<file path="src/rtl/reaction_timer_pkg.sv">
// Shared types and constants for the drag-strip reaction timer.
// Holds the FSM state enum, BCD limits and a BCD increment helper.
package reaction_timer_pkg;

  typedef enum logic [2:0] {
    S_IDLE,
    S_ARMED,
    S_TIMING,
    S_DONE,
    S_FOUL
  } state_t;

  localparam logic [15:0] BCD_MAX  = 16'h9999;
  localparam logic [15:0] BCD_ZERO = 16'h0000;

  // Add one to a 4-digit BCD value; digits roll 9->0 with carry.
  function automatic logic [15:0] bcd_inc(
    input logic [15:0] v
  );
    logic [15:0] r;
    logic        c;
    r = v;
    c = 1'b1;
    for (int i = 0; i < 4; i++) begin
      if (c) begin
        if (v[4*i +: 4] == 4'd9) begin
          r[4*i +: 4] = 4'd0;
        end else begin
          r[4*i +: 4] = v[4*i +: 4] + 4'd1;
          c = 1'b0;
        end
      end
    end
    return r;
  endfunction

endpackage

</file>
<file path="src/rtl/reaction_timer_bcd_counter4.sv">
// Four-digit BCD up-counter with clear and saturation at 9999.
// Ports: clk, rst (sync high), clr, inc, value[15:0].
module bcd_counter4
  import reaction_timer_pkg::*;
(
  input  logic        clk,
  input  logic        rst,
  input  logic        clr,
  input  logic        inc,
  output logic [15:0] value
);

  always_ff @(posedge clk) begin
    if (rst || clr) begin
      value <= BCD_ZERO;
    end else if (inc && (value != BCD_MAX)) begin
      value <= bcd_inc(value);
    end
  end

endmodule

</file>
<file path="src/rtl/reaction_timer.sv">
// Reaction timer: counts ms from green to the car leaving the beam.
// Ports: Clock, Rst, G, SB in; RT_BCD, Timing, Done, Foul, BEST_BCD out.
// Macro REACTION_TIMER_BEST_EN enables the best-time register.
module reaction_timer
  import reaction_timer_pkg::*;
#(
  parameter int CLK_HZ  = 50000000,
  parameter int TICK_HZ = 1000
) (
  input  logic        Clock,
  input  logic        Rst,
  input  logic        G,
  input  logic        SB,
  output logic [15:0] RT_BCD,
  output logic        Timing,
  output logic        Done,
  output logic        Foul,
  output logic [15:0] BEST_BCD
);

  localparam int DIV = CLK_HZ / TICK_HZ;
  localparam int PW  = (DIV > 2) ? $clog2(DIV) : 1;
  localparam logic [PW-1:0] PMAX = PW'(DIV - 1);

  state_t state;
  state_t nxt;

  logic          sb_meta;
  logic          sb_sync;
  logic [PW-1:0] presc;
  logic          tick;
  logic          go;
  logic          inc;
  logic          stop;

  always_ff @(posedge Clock) begin
    if (Rst) begin
      sb_meta <= 1'b0;
      sb_sync <= 1'b0;
    end else begin
      sb_meta <= SB;
      sb_sync <= sb_meta;
    end
  end

  assign tick = (presc == PMAX);
  // Early-leave wins over green in the same ARMED cycle.
  assign go   = (state == S_ARMED) && sb_sync && G;
  // A tick coinciding with the beam clearing is not counted.
  assign inc  = (state == S_TIMING) && sb_sync && tick;
  assign stop = (state == S_TIMING) && !sb_sync;

  // Restarting here puts the first tick DIV cycles after green.
  always_ff @(posedge Clock) begin
    if (Rst || go) begin
      presc <= '0;
    end else if (tick) begin
      presc <= '0;
    end else begin
      presc <= presc + PW'(1);
    end
  end

  always_comb begin
    nxt = state;
    unique case (state)
      S_IDLE: begin
        if (sb_sync && !G) nxt = S_ARMED;
      end
      S_ARMED: begin
        if (!sb_sync)  nxt = S_FOUL;
        else if (G)    nxt = S_TIMING;
      end
      S_TIMING: begin
        if (!sb_sync) nxt = S_DONE;
      end
      S_DONE, S_FOUL: begin
        if (!sb_sync && !G) nxt = S_IDLE;
      end
      default: nxt = S_IDLE;
    endcase
  end

  always_ff @(posedge Clock) begin
    if (Rst) begin
      state  <= S_IDLE;
      Timing <= 1'b0;
      Done   <= 1'b0;
      Foul   <= 1'b0;
    end else begin
      state  <= nxt;
      Timing <= (nxt == S_TIMING);
      Done   <= (nxt == S_DONE);
      Foul   <= (nxt == S_FOUL);
    end
  end

  bcd_counter4 u_cnt (
    .clk   (Clock),
    .rst   (Rst),
    .clr   (go),
    .inc   (inc),
    .value (RT_BCD)
  );

`ifdef REACTION_TIMER_BEST_EN
  logic [15:0] best_q;

  // Count is frozen on the stop cycle, so RT_BCD is final here.
  always_ff @(posedge Clock) begin
    if (Rst) begin
      best_q <= BCD_MAX;
    end else if (stop && (RT_BCD < best_q)) begin
      best_q <= RT_BCD;
    end
  end

  assign BEST_BCD = best_q;
`else
  logic unused_stop;
  assign unused_stop = stop;
  assign BEST_BCD    = BCD_MAX;
`endif

endmodule

</file>
<file path="config.mk">
export PLATFORM = sky130hd
export DESIGN_NAME = reaction_timer
export DESIGN_NICKNAME = d
export VERILOG_FILES = /design/src/rtl/reaction_timer_pkg.sv /design/src/rtl/reaction_timer_bcd_counter4.sv /design/src/rtl/reaction_timer.sv
export SDC_FILE = /design/constraint.sdc
export NUM_CORES = 1
export LEC_CHECK = 0
export BUFFER_PORTS_ARGS = -buffer_cell sky130_fd_sc_hd__clkbuf_2
export CORE_MARGIN = 2
export CORE_UTILIZATION = 35
export CTS_CLUSTER_DIAMETER = 120
export DETAILED_ROUTE_END_ITERATION = 10
export PLACE_DENSITY = 0.69
export SKIP_LAST_GASP = 1
export SLEW_MARGIN = 20
export SYNTH_ARGS = -nofsm -noshare
export SYNTH_HDL_FRONTEND = slang
export SYNTH_SLANG_ARGS = --single-unit
export TNS_END_PERCENT = 30
</file>
<file path="constraint.sdc">
create_clock -name Clock -period 1.8 [get_ports Clock]
set_input_delay 0.27 -clock Clock [delete_from_list [all_inputs] [get_ports Clock]]
set_output_delay 0.27 -clock Clock [all_outputs]
set_load 0.03 [all_outputs]
</file>
* After elaboration in Yosys (flattened, before gate mapping)
Cells that the tools add are included.
** Operators by class
- Equality and inequality tests :: 13
- Reductions and logical operators :: 16
- Mux-type cells :: 21
- $add $sub $neg :: 5
** Operators by type and width (number)
- adder 16 x 1 -> 16 bit, second input constant :: 1
- adder 4 x 1 -> 4 bit, second input constant :: 4
- equality test 16 bit, second input constant :: 1
- equality test 4 bit, second input constant :: 4
- two-way mux 4 bit :: 4
- inequality test 16 bit, second input constant :: 1
- two-way mux 3 bit :: 5
- equality test 3 x 2 -> 1 bit, second input constant :: 4
- one-hot mux 3 bit (4 select lines) :: 1
- two-way mux 1 bit :: 11
- logical AND 1 bit :: 7
- equality test 3 bit, second input constant :: 2
- AND reduction 2 bit :: 3
- OR reduction 2 bit :: 2
- equality test 3 x 1 -> 1 bit, second input constant :: 1
- logical NOT 3 bit :: 1
- logical NOT 1 bit :: 2
- logical OR 1 bit :: 1
** Word-level totals
- Input bits :: 4
- Flip-flop bits (word level) :: 40
- Output and inout bits :: 35
- Word-level logic and storage cells :: 66

* Longest topological paths before layout
Gate-level depths: netlist of run 1.
- Word-level depth :: 13
- Gate-level depth with buffers :: 7
- Depth with buffers taken out :: 6

* Hierarchy
Synthesis of run 1 repeated with hierarchy kept, for this count alone.
** Second synthesis, totals
- Cell total of the unflattened synthesis :: 241
- Area total of the unflattened synthesis :: 2112.0 µm²
** By module, submodules not included
- reaction_timer :: times used 1, seq. area each 480.5 µm², area an instance 1191.1 µm², cells an instance 134
- bcd_counter4 :: times used 1, seq. area each 320.3 µm², area an instance 920.9 µm², cells an instance 107

* Worst setup path before layout of run 1
Ideal clock, no wire load.
- Path type :: register -> register
- Start point :: register presc[5]
- End point :: register presc[10]
- Data required time :: 1683 ps
- Path slack :: -209 ps
- Cell stages (with the launch flop) :: 6
- Path buffers :: 1
- Clock period less this slack :: 2009 ps
- Library setup time :: 117 ps
- Data arrival time :: 1891 ps
- Cell sequence :: dfxtp_1 > or4b_4 > or4_2 > nand2_1 > buf_2 > nor2_1
** On the way
- Cells in the longest elaborated chain, start to end :: 2
- Elaborated cells between the ends (all ways) :: 3
- Classes of those cells :: 1 x add/sub; 1 x eq/ne; 1 x reduce/logical
** Ends and longest elaborated chain
- start: declaration :: line reaction_timer.sv:30 : logic [PW-1:0] presc;
- start signal: assignment :: line reaction_timer.sv:60 : presc <= presc + PW'(1);
- branches (longest 2 deep; another with adder 16 x 1 -> 16 bit)
Several ways; the timed one is not identified.
A chain may end at the register's enable or synchronous reset.

* Final worst setup path of run 1
- Start point :: register presc[12]
- End point :: register u_cnt.value[12]
** On the way
- Cells in the longest elaborated chain, start to end :: 4
** Ends and longest elaborated chain
- equality test 16 bit :: line reaction_timer.sv:46 : assign tick = (presc == PMAX);
- logical AND 1 bit :: line reaction_timer.sv:50 : assign inc = (state == S_TIMING) && sb_sync && tick;
- logical AND 1 bit :: line reaction_timer_bcd_counter4.sv:16 : end else if (inc && (value != BCD_MAX)) begin
- AND reduction 2 bit (no line)
- end signal: assignment :: line reaction_timer_bcd_counter4.sv:17 : value <= bcd_inc(value);
- end: declaration :: line reaction_timer_bcd_counter4.sv:10 : output logic [15:0] value
Every way passes these cells.

==> results_dict.tcl, run 1 <==
set metrics [dict create \
    start_util 0.365 \
    synthCells 239 \
    rows 27 \
    cts_hold_buf 0 \
    worstSetupPathType "flip-flop to flip-flop" \
    clk_pin_slew_ns 0.08 \
    async_reset_ff_frac 0 \
    reg2reg_slack_ns -0.13 \
    num-fill-cells 546 \
    syn_area_um2 2030 \
    violations "negative setup slack" \
    drt_iter0_drc 125 \
    finClkSkew_ns 0.0111 \
    rsz0062_at_grt "yes" \
    critPathSlowestCell "or4b_4" \
    overflow 0 \
    holdCritPathClass "input port to flip-flop" \
    grt_pass1_vias 1725 \
    cts_max_level 2 \
    fmax_ghz 0.518 \
    dieWidth_um 80.2 \
    grt_max_degree 15 \
    powerDensity_nw_per_um2 593 \
    yosys_most_used_dff "dfxtp_1" \
    layout_commonest_cell "buf_4" \
    grt_pass1_wl_um 7550 \
    cts_tree "yes" \
    setup_viol 27 \
    critical-path-max-stage-delay_ns 0.57 \
    syn2layout_area_growth_pct 30.8 \
    ff2ff_path_depth 6 \
    ioPinCount 39 \
    fin_crit_ns 1.93 \
    postSynthAreaPerCell_um2 8.51 \
    synth_enable_flop_cells 0 \
    final_layout_size_suffix_gt1_frac 0.325 \
    final_antenna_net_count 0 \
    critPathLaunchType "flip-flop" \
    gp_congestion 0.821 \
    drc_errors 0 \
    setup_ws_ns -0.129 \
    cts.sinks 40 \
    r2r_end "u_cnt.value[12]" \
    run_status "finished, violations left" \
    required_ns 2.02 \
    startpoint "presc[12]" \
    yosys_warnings 0 \
    mostFrequentLayoutCells "buf_4 (53), dfxtp_1 (40), nor2_1 (34), clkbuf_2 (22), conb_1 (16)" \
    power_mw 1.58 \
    grt_use_total 0.149 \
    clk_latency_ns 0.29 \
    antenna_found_initial 0 \
    leakage_nw 1.12 \
    synth_seq_area_share 0.394 \
    clockBufferDepth 2 \
    final-hold-violation-count 0 \
    totalWireLength_um 4250 \
    die_h_um 80.2 \
    portBuffers 22 \
    post-route-period-util 1.07 \
    endpoint_kind "flip-flop" \
    ys_ff_latch 40 \
    final_nets 316 \
    worstPathCellList "or4b_4, nor4_4, buf_4, nand3_2, or3_1, a21oi_1" \
    ys_types 47 \
    n_antenna_cell 0 \
    cts_buffers 5 \
    via_count 1829 \
    vdd_ir_drop_max_mv 0.300 \
    fin_util 0.477 \
    maxCapViolations 0 \
    crit_end "u_cnt.value[12]" \
    crit_arrival_ns 2.15 \
    dieArea_um2 6440 \
    dr.pass1.iters 4 \
    clockRootBuffer "clkbuf_8" \
    core_area_um2 5570 \
    cp_max_fo 3 \
    wl_per_cell_um 11.1 \
    reg2reg_from "presc[12]" \
    finalMaxSlewViolations 0 \
    avgViaCountPerCell 4.78 \
    dp_hpwl_um 3190 \
]
-- state kept, by name (all words and copies together), names as in the netlist --
signal / count
Foul: 1
Done: 1
Timing: 1
presc: 16
u_cnt.value: 16
sb_sync: 1
sb_meta: 1
state: 3
-- critical path, delay by kind of cell (launching register included) --
family / cells / cell delay (ns)
AO/OA/AOI/OAI: 1 / 0.14
flip-flops: 1 / 0.31
buffers and inverters: 1 / 0.17
AND/OR/NAND/NOR: 4 / 1.24
-- Yosys cell counts, types with 5 or more instances --
library cell | instances | share of area
xor2_1 | 9 | 0.039
inv_1 | 11 | 0.020
a21oi_1 | 10 | 0.025
nor2_1 | 34 | 0.063
clkbuf_1 | 6 | 0.011
nor3_1 | 6 | 0.015
dfxtp_1 | 40 | 0.39
nand4_1 | 8 | 0.025
nand2_1 | 16 | 0.030
xnor2_1 | 11 | 0.047
o21ai_0 | 8 | 0.020
nand3_1 | 8 | 0.020
buf_4 | 16 | 0.059
or3_1 | 5 | 0.015
-- stage by stage --
step | setup slack (ns) | instance area (um^2) | TNS, ns | hold slack (ns) | std cells
global route | -0.283 | 2660 | -5.64 | 0.218 | 383
finish | -0.129 | 2660 | -2.46 | 0.192 | 383
CTS | -0.147 | 2620 | -3.02 | 0.184 | 381
detailed placement | -0.185 | 2520 | -3.49 | 0.433 | 373
floorplan | -0.152 | 2100 | -1.89 | 0.398 | 253
global placement | -0.150 | 2520 | -2.81 | 0.428 | 373
-- report_power, final --
part | switching, mW | internal (mW) | total (mW) | leakage (nW)
registers | 0.00549 | 0.893 | 0.899 | 0.323
logic | 0.0785 | 0.0256 | 0.104 | 0.757
clock network | 0.312 | 0.262 | 0.574 | 0.0400
-- area by class of cell --
type | instances | area (um^2) | area share
Multi-Input combinational cell | 178 | 1140 | 0.428
Timing Repair Buffer | 75 | 508 | 0.191
Sequential cell | 40 | 801 | 0.301
Inverter | 11 | 41.3 | 0.0155
Tap cell | 72 | 90.1 | 0.0339
Clock inverter | 2 | 12.5 | 0.00470
Clock buffer | 5 | 68.8 | 0.0259
-- cell families (layout without fill, tap and decap cells) --
logic type,Yosys count,after routing,synth area share
buf+inv,35,93,0.0953
xor+xnor,20,20,0.0861
other cells,2,16,0.00369
compound gates,29,29,0.0892
flops,40,40,0.394
fa+ha+maj,1,1,0.00615
mux,3,3,0.0148
simple gates,109,109,0.311
-- what timing repair did --
item | CTS | global route
setup endpoints to repair | 26 | 30
resized for setup | 3 | 7
pin swaps | 4 | 4
setup buffers | 1 | 2
-- routing by layer --
layer | vias up | share of wire | track usage
li1 | 941 | - | -
met4 | 0 | 0.011 | 0.0508
met3 | 7 | 0.038 | 0.0337
met2 | 37 | 0.49 | 0.252
met1 | 844 | 0.46 | 0.184
met5 | - | 0 | 0
-- worst min-delay path by stage --
| stage | startpoint | endpoint | depth (start not counted) |
|---|---|---|---|
| 2_1_floorplan | SB | sb_meta | 1 |
| 3_3_place_gp | sb_meta | sb_sync | 1 |
| 3_5_place_dp | sb_meta | sb_sync | 1 |
| 4_1_cts | SB | sb_meta | 2 |
| 5_1_grt | SB | sb_meta | 2 |
| 6_report | SB | sb_meta | 2 |
Power figures use the tool's default switching activity.
==> inputs of run 2 (changes only) <==
==> constraint.sdc (replaced) <==
create_clock -name Clock -period 1.75 [get_ports Clock]
set_input_delay 0.175 -clock Clock [delete_from_list [all_inputs] [get_ports Clock]]
set_output_delay 0.175 -clock Clock [all_outputs]
set_load 0.03 [all_outputs]
==> results_dict.tcl, run 2 (same netlist as run 1, synthesis figures left out) <==
set metrics [dict create \
    start_util 0.365 \
    totalWireLength_um 4480 \
    layout.cells.non_filler 390 \
    gp_congestion 0.839 \
    dieWidth_um 80.2 \
    violations "negative setup slack" \
    critPathLaunchType "flip-flop" \
    clk_latency_ns 0.30 \
    clockRootBuffer "clkbuf_8" \
    run_status "finished, violations left" \
    multiInputGateArea_um2 1150 \
    powerDensity_nw_per_um2 608 \
    grt_max_degree 15 \
    ioPinCount 39 \
    cts_buffers 5 \
    finClkSkew_ns 0.00814 \
    final_nets 322 \
    holdCritPathClass "input port to flip-flop" \
    setup_viol 30 \
    fin_area_um2 2720 \
    cts_tree "yes" \
    post_dp_cell_area_um2 2540 \
    rsz0062_at_grt "yes" \
    syn2layout_area_growth_pct 33.9 \
    mostFrequentLayoutCells "buf_4 (58), dfxtp_1 (38), nor2_1 (34), clkbuf_2 (22), conb_1 (16)" \
    seq_area_um2 803 \
    dr.pass1.iters 4 \
    drc_errors 0 \
    layout_commonest_cell "buf_4" \
    final-hold-violation-count 0 \
    finalMaxSlewViolations 0 \
    reg2reg_from "presc[12]" \
    die_h_um 80.2 \
    startpoint "presc[12]" \
    worstHoldStart "SB" \
    cts_max_level 2 \
    overflow 0 \
    core_area_um2 5570 \
    portBuffers 22 \
    relSlewSlack 0.510 \
    setup_ws_ns -0.206 \
    fin_util 0.489 \
    num-fill-cells 535 \
    drt_iter0_drc 110 \
    dieArea_um2 6440 \
    wl_per_cell_um 11.5 \
    vdd_ir_drop_max_mv 0.421 \
    avgViaCountPerCell 4.80 \
    clockBufferDepth 2 \
    worst_pin_slew_ns 0.735 \
    via_count 1871 \
    top_regs "presc (16), u_cnt.value (16), state (3)" \
    grt_use_total 0.151 \
    grt_pass1_wl_um 7690 \
    placed_cells 376 \
    grt_pass1_vias 1780 \
    clk_pin_slew_ns 0.08 \
    fmax_ghz 0.511 \
    rows 27 \
    cts.sinks 40 \
    n_antenna_cell 0 \
    final_layout_size_suffix_gt1_frac 0.343 \
    leakage_nw 1.15 \
    required_ns 1.99 \
    cp_max_fo 4 \
    antenna_found_initial 0 \
    dp_hpwl_um 3320 \
    worstSetupPathType "flip-flop to flip-flop" \
    crit_arrival_ns 2.19 \
    cts_hold_buf 0 \
    maxCapViolations 0 \
    fin_crit_ns 1.96 \
    post-route-period-util 1.12 \
    final_antenna_net_count 0 \
    endpoint_kind "flip-flop" \
]
## run 2: cell count changes in the layout (fill, tap and decap cells not counted), moves of 2 or more
cell,before,now
buf_4,53,58
a21oi_1,7,9
a21oi_2,3,1
dfxtp_1,40,38
dfxtp_2,0,2
## run 2: where the power goes
part | switching [mW] | internal (mW)
registers | 0.00610 | 0.918
clock network | 0.340 | 0.282
logic | 0.0823 | 0.0260
total | 0.429 | 1.23
## run 2: area by class of cell
| class | instances | area share |
|---|---|---|
| clock buffer | 5 | 0.0253 |
| clock inverter | 3 | 0.00873 |
| inverter | 11 | 0.0152 |
| multi-input combinational | 179 | 0.423 |
| sequential | 40 | 0.295 |
| tap | 72 | 0.0331 |
| timing repair buffer | 80 | 0.200 |
## run 2: layer usage
layer / global-route usage / up-vias / part of all wire
li1: - / 961 / -
met4: 0.0305 / 0 / 0.0051
met5: 0 / - / 0
met2: 0.274 / 34 / 0.51
met3: 0.0483 / 4 / 0.036
met1: 0.174 / 872 / 0.45
## run 2: final timing paths
check	cells past startpoint	slack, ns	end
setup / recovery	6	-0.21	u_cnt.value[9]
hold / removal	2	0.09	sb_meta
setup reg to reg	6	-0.21	u_cnt.value[9]
hold reg to reg	1	0.45	sb_sync
## run 2: repair_timing
| action | 4_1_cts | 5_1_grt |
|---|---|---|
| pin swaps | 18 | 8 |
| gates cloned | 1 | 0 |
| buffers inserted | 4 | 1 |
| gates resized for setup | 7 | 6 |
| endpoints found under the setup margin | 29 | 31 |
| endpoints found under the hold margin | 0 | 0 |
## run 2: metrics by stage
step,power (mW),hold slack (ns),setup slack (ns),setup TNS [ns]
3_3_place_gp,1.05,0.394,-0.202,-4.13
5_1_grt,1.74,0.104,-0.308,-5.56
4_1_cts,1.68,0.0836,-0.191,-2.04
6_report,1.66,0.0929,-0.206,-2.56
3_5_place_dp,1.05,0.401,-0.226,-4.67
2_1_floorplan,1.05,0.303,-0.202,-3.11
## run 2: critical path, stage by stage (launching register included)
cell and delay, ns:
dfxtp_2 0.32, or4b_4 0.55, buf_4 0.17, nor4_4 0.16
nand2_2 0.10, or4_4 0.49, a21oi_2 0.12
